--- config.mk ---
export PLATFORM = sky130hd
export DESIGN_NAME = fp_minmax_pipe_flat
export DESIGN_NICKNAME = d
export VERILOG_FILES = /design/src/rtl/fp_minmax_pipe_if.sv /design/src/rtl/fp_minmax_pipe.sv /design/src/flat_wrapper.sv
export SDC_FILE = /design/constraint.sdc
export NUM_CORES = 1
export LEC_CHECK = 0
export BUFFER_PORTS_ARGS = -buffer_cell sky130_fd_sc_hd__buf_2
export CAP_MARGIN = 25
export CORE_MARGIN = 8
export CORE_UTILIZATION = 30
export DETAILED_ROUTE_END_ITERATION = 6
export GPL_TIMING_DRIVEN = 0
export PLACE_DENSITY = 0.51
export SETUP_SLACK_MARGIN = 0.2
export SYNTH_ARGS = -nofsm -noshare
export SYNTH_HDL_FRONTEND = slang
export SYNTH_SLANG_ARGS = --single-unit
export TNS_END_PERCENT = 100
--- constraint.sdc ---
create_clock -name clk -period 3.7 [get_ports clk]
set_clock_uncertainty 0.2 [all_clocks]
set_input_delay 0.74 -clock clk [delete_from_list [all_inputs] [get_ports clk]]
set_output_delay 0.74 -clock clk [all_outputs]
set_load 0.02 [all_outputs]
--- src/rtl/fp_minmax_pipe_if.sv ---
// Operand/result handshake bundle for fp_minmax_pipe, plus the sticky invalid flag controls.
// master = producer/consumer side (bench or parent), slave = the min/max pipeline.
interface fp_minmax_pipe_if #(
    parameter int SIGN_W = 1,
    parameter int EXPO_W = 8,
    parameter int MANT_W = 23
);
    localparam int FP_W = SIGN_W + EXPO_W + MANT_W;

    logic            in_valid;
    logic            in_ready;
    logic [FP_W-1:0] in_a;
    logic [FP_W-1:0] in_b;
    logic            in_op_max;
    logic            out_valid;
    logic            out_ready;
    logic [FP_W-1:0] out_res;
    logic            out_nv;
    logic            nv_sticky;
    logic            nv_clr;

    // Both sides use valid/ready: a transfer happens on the rising edge where
    // valid && ready are both high; valid may not depend on ready, and the
    // payload must stay constant while valid is high and ready is low.
    modport master (
        output in_valid, in_a, in_b, in_op_max, out_ready, nv_clr,
        input  in_ready, out_valid, out_res, out_nv, nv_sticky
    );

    modport slave (
        input  in_valid, in_a, in_b, in_op_max, out_ready, nv_clr,
        output in_ready, out_valid, out_res, out_nv, nv_sticky
    );
endinterface

--- src/rtl/fp_minmax_pipe.sv ---
// Two-stage IEEE-style minimumNumber/maximumNumber with valid/ready flow control
// and a sticky invalid-operation flag.
module fp_minmax_pipe #(
    parameter int SIGN_W = 1,
    parameter int EXPO_W = 8,
    parameter int MANT_W = 23
) (
    input  logic           clk,
    input  logic           rst,
    fp_minmax_pipe_if.slave bus
);
    localparam int FP_W  = SIGN_W + EXPO_W + MANT_W;
    localparam int MAG_W = EXPO_W + MANT_W;
    localparam logic [FP_W-1:0] CANON_QNAN =
        {{SIGN_W{1'b0}}, {EXPO_W{1'b1}}, 1'b1, {(MANT_W-1){1'b0}}};

    function automatic logic f_is_nan(input logic [FP_W-1:0] x);
        return (&x[MAG_W-1:MANT_W]) && (|x[MANT_W-1:0]);
    endfunction

    function automatic logic f_is_snan(input logic [FP_W-1:0] x);
        return f_is_nan(x) && !x[MANT_W-1];
    endfunction

    logic            r_s1_valid;
    logic [FP_W-1:0] r_s1_a;
    logic [FP_W-1:0] r_s1_b;
    logic            r_s1_op_max;
    logic            r_s1_a_nan;
    logic            r_s1_b_nan;
    logic            r_s1_a_snan;
    logic            r_s1_b_snan;
    logic            r_s1_a_lt_b;
    logic            r_s2_valid;
    logic [FP_W-1:0] r_s2_res;
    logic            r_s2_nv;
    logic            r_nv_sticky;

    logic            w_s2_load;
    logic            w_in_ready;
    logic            w_in_fire;
    logic            w_out_valid;
    logic            w_out_fire;
    logic            w_a_lt_b;
    logic [FP_W-1:0] w_res;
    logic            w_nv;

    assign w_s2_load   = !r_s2_valid || bus.out_ready;
    assign w_in_ready  = !rst && (!r_s1_valid || w_s2_load);
    assign w_in_fire   = bus.in_valid && w_in_ready;
    assign w_out_valid = r_s2_valid && !rst;
    assign w_out_fire  = w_out_valid && bus.out_ready;

    // Sign-magnitude total order: differing signs mean the negative one is
    // smaller (so -0 < +0); negative values order by reversed magnitude.
    always_comb begin
        w_a_lt_b = 1'b0;
        if (bus.in_a[FP_W-1] != bus.in_b[FP_W-1]) begin
            w_a_lt_b = bus.in_a[FP_W-1];
        end else if (bus.in_a[FP_W-1]) begin
            w_a_lt_b = bus.in_a[MAG_W-1:0] > bus.in_b[MAG_W-1:0];
        end else begin
            w_a_lt_b = bus.in_a[MAG_W-1:0] < bus.in_b[MAG_W-1:0];
        end
    end

    always_comb begin
        w_res = r_s1_a;
        w_nv  = r_s1_a_snan || r_s1_b_snan;
        if (r_s1_a_nan && r_s1_b_nan) begin
            w_res = CANON_QNAN;
        end else if (r_s1_a_nan) begin
            w_res = r_s1_b;
        end else if (r_s1_b_nan) begin
            w_res = r_s1_a;
        end else if (r_s1_a_lt_b) begin
            w_res = r_s1_op_max ? r_s1_b : r_s1_a;
        end else begin
            // Equal operands fall here too and return A.
            w_res = r_s1_op_max ? r_s1_a : r_s1_b;
            if (r_s1_a == r_s1_b) w_res = r_s1_a;
        end
    end

    always_ff @(posedge clk) begin
        if (rst) begin
            r_s1_valid  <= 1'b0;
            r_s1_a      <= '0;
            r_s1_b      <= '0;
            r_s1_op_max <= 1'b0;
            r_s1_a_nan  <= 1'b0;
            r_s1_b_nan  <= 1'b0;
            r_s1_a_snan <= 1'b0;
            r_s1_b_snan <= 1'b0;
            r_s1_a_lt_b <= 1'b0;
        end else if (w_in_fire) begin
            r_s1_valid  <= 1'b1;
            r_s1_a      <= bus.in_a;
            r_s1_b      <= bus.in_b;
            r_s1_op_max <= bus.in_op_max;
            r_s1_a_nan  <= f_is_nan(bus.in_a);
            r_s1_b_nan  <= f_is_nan(bus.in_b);
            r_s1_a_snan <= f_is_snan(bus.in_a);
            r_s1_b_snan <= f_is_snan(bus.in_b);
            r_s1_a_lt_b <= w_a_lt_b;
        end else if (w_s2_load) begin
            r_s1_valid  <= 1'b0;
        end
    end

    always_ff @(posedge clk) begin
        if (rst) begin
            r_s2_valid <= 1'b0;
            r_s2_res   <= '0;
            r_s2_nv    <= 1'b0;
        end else if (w_s2_load) begin
            r_s2_valid <= r_s1_valid;
            if (r_s1_valid) begin
                r_s2_res <= w_res;
                r_s2_nv  <= w_nv;
            end
        end
    end

    // A flagged result leaving the block outranks a simultaneous clear.
    always_ff @(posedge clk) begin
        if (rst) begin
            r_nv_sticky <= 1'b0;
        end else if (w_out_fire && r_s2_nv) begin
            r_nv_sticky <= 1'b1;
        end else if (bus.nv_clr) begin
            r_nv_sticky <= 1'b0;
        end
    end

    assign bus.in_ready  = w_in_ready;
    assign bus.out_valid = w_out_valid;
    assign bus.out_res   = r_s2_res;
    assign bus.out_nv    = r_s2_nv;
    assign bus.nv_sticky = r_nv_sticky;
endmodule

--- src/flat_wrapper.sv ---
// flat-port wrapper written by rule: the top's interface ports become plain ports
module fp_minmax_pipe_flat 
#(
    parameter int SIGN_W = 1,
    parameter int EXPO_W = 8,
    parameter int MANT_W = 23
)
  (clk, rst, bus_in_valid, bus_in_a, bus_in_b, bus_in_op_max, bus_out_ready, bus_nv_clr, bus_in_ready, bus_out_valid, bus_out_res, bus_out_nv, bus_nv_sticky);
  fp_minmax_pipe_if #(.SIGN_W(SIGN_W), .EXPO_W(EXPO_W), .MANT_W(MANT_W)) bus_i ();
  input  logic clk;
  input  logic rst;
  input wire logic [$bits(bus_i.in_valid)-1:0] bus_in_valid;
  input wire logic [$bits(bus_i.in_a)-1:0] bus_in_a;
  input wire logic [$bits(bus_i.in_b)-1:0] bus_in_b;
  input wire logic [$bits(bus_i.in_op_max)-1:0] bus_in_op_max;
  input wire logic [$bits(bus_i.out_ready)-1:0] bus_out_ready;
  input wire logic [$bits(bus_i.nv_clr)-1:0] bus_nv_clr;
  output wire logic [$bits(bus_i.in_ready)-1:0] bus_in_ready;
  output wire logic [$bits(bus_i.out_valid)-1:0] bus_out_valid;
  output wire logic [$bits(bus_i.out_res)-1:0] bus_out_res;
  output wire logic [$bits(bus_i.out_nv)-1:0] bus_out_nv;
  output wire logic [$bits(bus_i.nv_sticky)-1:0] bus_nv_sticky;
  assign bus_i.in_valid = bus_in_valid;
  assign bus_i.in_a = bus_in_a;
  assign bus_i.in_b = bus_in_b;
  assign bus_i.in_op_max = bus_in_op_max;
  assign bus_i.out_ready = bus_out_ready;
  assign bus_i.nv_clr = bus_nv_clr;
  assign bus_in_ready = bus_i.in_ready;
  assign bus_out_valid = bus_i.out_valid;
  assign bus_out_res = bus_i.out_res;
  assign bus_out_nv = bus_i.out_nv;
  assign bus_nv_sticky = bus_i.nv_sticky;
  fp_minmax_pipe #(.SIGN_W(SIGN_W), .EXPO_W(EXPO_W), .MANT_W(MANT_W)) u_core (.clk(clk), .rst(rst), .bus(bus_i));
endmodule
; ---- Yosys cells after proc, flatten, opt, wreduce, memory -nomap -nowiden
; Index checks and enable logic that the tools add are counted.
[totals]
out_inout_bits = 36
inputBits = 70
wordCells = 55
ff_bits = 106
[op_classes]
mux = 13
order_cmp = 2
reduce_logical = 25
eq_ne = 2
[ops]
columns = op, count
row1 = two-way mux 32 bit, 7
row2 = OR reduction 23 bit, 2
row3 = equality test 32 bit, 1
row4 = greater-than comparator 31 bit, 1
row5 = less-than comparator 31 bit, 1
row6 = AND reduction 8 bit, 2
row7 = logical AND 1 bit, 10
row8 = two-way mux 1 bit, 6
row9 = logical NOT 1 bit, 5
row10 = nonzero test 2 bit, 2
row11 = logical OR 1 bit, 3
row12 = AND reduction 2 bit, 1
row13 = != test 1 bit, 1

; ---- Longest topological paths before layout
[depth]
word_depth = 6
mapped_depth = 8
ltp_nobuf = 8

; ---- Worst setup path after synthesis
; Ideal clock, no wire load.
[synth_timing]
path_type = input-to-reg
from = in bus_in_b[30]
to = reg u_core.r_s1_a_lt_b
setup_ps = 132
t_arrival_ps = 2155
path_stages = 8
slack_ps = 1213
n_path_buf = 0
t_required_ps = 3368
cell_sequence = inv_1 -> ha_1 -> nand4_1 -> nor4_1 -> nand2_1 -> a221oi_1 -> mux2i_1 -> o31ai_1
[synth_via]
elab_chain_len = 3
word_cells_on_any_way = 4
cone_classes = order compare (2) / mux (2)
[synth_lines]
columns = item, line
row1 = start: declaration, flat_wrapper.sv:14  ; input wire logic [$bits(bus_i.in_b)-1:0] bus_in_b;
row2 = less-than comparator 31 bit or greater-than comparator 31 bit (tied branches), "fp_minmax_pipe.sv:63, fp_minmax_pipe.sv:61"
row3 = two-way mux 1 bit *, fp_minmax_pipe.sv:60  ; end else if (bus.in_a[FP_W-1]) begin
row4 = two-way mux 1 bit *, fp_minmax_pipe.sv:58  ; if (bus.in_a[FP_W-1] != bus.in_b[FP_W-1]) begin
row5 = end signal: assignment, fp_minmax_pipe.sv:105  ; r_s1_a_lt_b <= w_a_lt_b;
row6 = end: declaration, fp_minmax_pipe.sv:33  ; logic r_s1_a_lt_b;
; Every way passes the cells marked *; elsewhere a longest branch is shown, timed or not.
; A chain may end at the register's enable or synchronous reset.

; ---- Final worst setup path
; Ends and elaborated chain as after synthesis.

==> flow_summary.yaml <==
outcome:
  status: "finished clean"
setup_path:
  path_max_fanout: 3
  r2r_slack_ns: 1.16
  cp-start-kind: "input port"
  crit_slowest_cell: "a2111oi_0"
  path_cells: "buf_2, inv_1, ha_1, nand4_1, nor4_1, nand2_1, a2111oi_0, o31ai_1"
  crit_type: "in -> reg"
  cp_top_family: "compound AO/OA/AOI/OAI gates"
  r2r-end: "u_core.bus.out_res[17]"
  crit_required_ns: 3.71
  path_buf_inv: 2
  max_stage_delay_ns: 0.70
  worst_setup_path_end_kind: "register"
  arrival_ns: 2.94
  r2r-start: "u_core.r_s1_b[20]"
  worstRegToRegCells: 8
clock_tree:
  ctsResizeCount: 0
  htree_levels: 3
  clkTransAtPathRegs_ns: 0.08
  clkSinkCount: 106
  root_buffer: "clkbuf_16"
  cts_buffer_depth: 2
  cts_hold_buffers: 0
  cts_tree: "built"
  cts_buffers: 9
  cts_setup_buffers: 0
  clock_latency_ns: 0.36
drt:
  avgViaCountPerCell: 5.212
  drt_iter0_drc: 585
  drc: 0
  wl_um: 22390
  ant_nets: 0
  first_pass_iters: 5
  num_vias: 6166
  wl_per_cell_um: 18.92
grt:
  grt_overflow_total: 0
  grt_usage_pct: 17.10
  grt_pass1_wl_um: 35050
  grt_max_degree: 19
  grt_pass1_vias: 6130
  antenna_found_initial: 0
pwr:
  p_total_mw: 2.985
  p_per_area_nw_per_um2: 397.5
  cellLeakagePower_nw: 3.093
  ir_drop_v: 0.0001990
logic_synthesis:
  synth-edff-count: 0
  synthCells: 787
  ys.flop_type: "dfxtp_1"
  ys_seq_area_share_pct: 33.61
  synth_cell_types: 43
  synthArstFlopShare_pct: 0
  synthesis.nets: 888
  ys_ff_latch: 106
  yosys_warnings: 0
  synth_area_um2: 6314
  syn_area_per_cell_um2: 8.022
layout:
  final.fill_count: 2274
  stdcell_area_um2: 7510
  stdcell_count: 1183
  final_layout_size_suffix_gt1_share_pct: 15.31
  fin_nets: 1004
  utilization_pct: 36.07
  n_antenna_cell: 0
  area_growth_pct: 18.95
place:
  gp_routability_congestion: 0.8666
  hpwl_um: 18010
  dpl.cell_count: 1167
  place_ws_ns: 0.3414
  numPortBuffers: 105
  placed_area_um2: 7183
floorplan:
  fp.dieArea_um2: 25940
  start_util_pct: 30.32
  boundaryPins: 106
  die_h_um: 161.1
  core_region_area_um2: 20820
  num_rows: 53
  die_w_um: 161.1
timing:
  max_freq_mhz: 342.0
  drv_slew: 0
  hold_violations: 0
  holdWs_ns: 0.2740
  fin_crit_ns: 2.924
  setup_tns_ns: 0
  finalCritPeriodShare_pct: 79.02
  fin_ws_ns: 0.7761
  worst_pin_slew_ns: 0.6835
  slew_headroom_pct: 53.26
  finalSetupViolCount: 0
  rsz0062_at_grt: "no"
hold_path:
  holdPathStages: 2
  hp-start: "u_core.bus.nv_sticky"
  min_to: "u_core.bus.nv_sticky"
  hp-class: "reg -> reg"
flow_run:
  cap_violations: 0
[cell usage after synthesis, types with 4 or more instances]
library cell	number	area, um^2
a2111o_1	5	56.30
a211o_1	5	43.79
a211oi_1	4	30.03
a21oi_1	33	165.2
a221oi_1	10	87.58
a22o_1	24	210.2
a31o_1	40	350.3
a31o_2	6	52.55
and3_1	5	31.28
buf_2	6	30.03
buf_6	5	56.30
clkbuf_1	44	165.2
dfxtp_1	106	2122
ha_1	31	387.9
inv_1	34	127.6
nand2_1	135	506.7
nand2b_1	6	37.54
nand3b_1	86	645.6
nand4_1	20	125.1
nor2_1	26	97.59
nor3_1	4	20.02
nor4_1	13	81.33
o21ai_0	69	345.3
o22ai_1	9	56.30
xnor2_1	32	280.3
[cells in the final DEF, fill, tap and decap left out, drive strengths merged, types with 20 or more instances in the layout]
| cell type | Yosys | final |
|---|---|---|
| nor2 | 26 | 26 |
| clkbuf | 44 | 53 |
| nand4 | 20 | 20 |
| a21oi | 34 | 34 |
| dfxtp | 106 | 106 |
| a22o | 24 | 24 |
| inv | 34 | 36 |
| buf | 13 | 118 |
| nand3b | 86 | 86 |
| o21ai | 69 | 69 |
| xnor2 | 32 | 32 |
| nand2 | 135 | 135 |
| ha | 31 | 31 |
| a31o | 46 | 46 |
[report_power, final]
part / switching, mW / internal, mW
Sequential: 0.108 / 1.22
Combinational: 0.325 / 0.254
Clock: 0.480 / 0.601
[tightest hold or removal path, cell delays in order (launching register included)]
cell,delay (ns)
dfxtp_1,0.31
nand2b_1,0.06
a21oi_1,0.05
[logic make-up after synthesis]
| logic type | Yosys count | share of synthesized area (%) |
|---|---|---|
| XOR/XNOR | 33 | 4.578 |
| flip-flops | 106 | 33.61 |
| AO/OA/AOI/OAI | 216 | 23.54 |
| adder cells (fa/ha/maj) | 31 | 6.143 |
| buffers and inverters | 92 | 6.183 |
| multiplexers | 1 | 0.1585 |
| AND/OR/NAND/NOR | 308 | 25.78 |
[worst max path at each step]
stage / startpoint / end / cells past startpoint
global placement: bus_in_b[30] / u_core.r_s1_a_lt_b / 8
global route: bus_in_b[30] / u_core.r_s1_a_lt_b / 8
CTS: bus_in_b[30] / u_core.r_s1_a_lt_b / 8
floorplan: bus_in_b[30] / u_core.r_s1_a_lt_b / 8
finish: bus_in_b[30] / u_core.r_s1_a_lt_b / 8
detailed placement: bus_in_b[30] / u_core.r_s1_a_lt_b / 8
[cell type report]
type / instances / area, um^2 / share of cell area [%]
inverters: 35 / 131.4 / 1.749
clock buffers: 9 / 225.2 / 2.999
well taps: 275 / 344.1 / 4.582
flip-flops and latches: 106 / 2122 / 28.26
repair buffers: 105 / 525.5 / 6.998
plain buffers: 57 / 259.0 / 3.449
multi-input cells: 589 / 3801 / 50.62
clock inverters: 7 / 101.3 / 1.350
[routing by layer]
metal | share of wire, % | track usage (%) | wire length, um
met1 | 51 | 24.80 | 11380
met2 | 42 | 25.78 | 9481
met3 | 5.0 | 2.342 | 1127
met4 | 1.8 | 4.924 | 395
met5 | 0 | 0 | 0
Note: power is estimated with default switching activity, not from simulation.
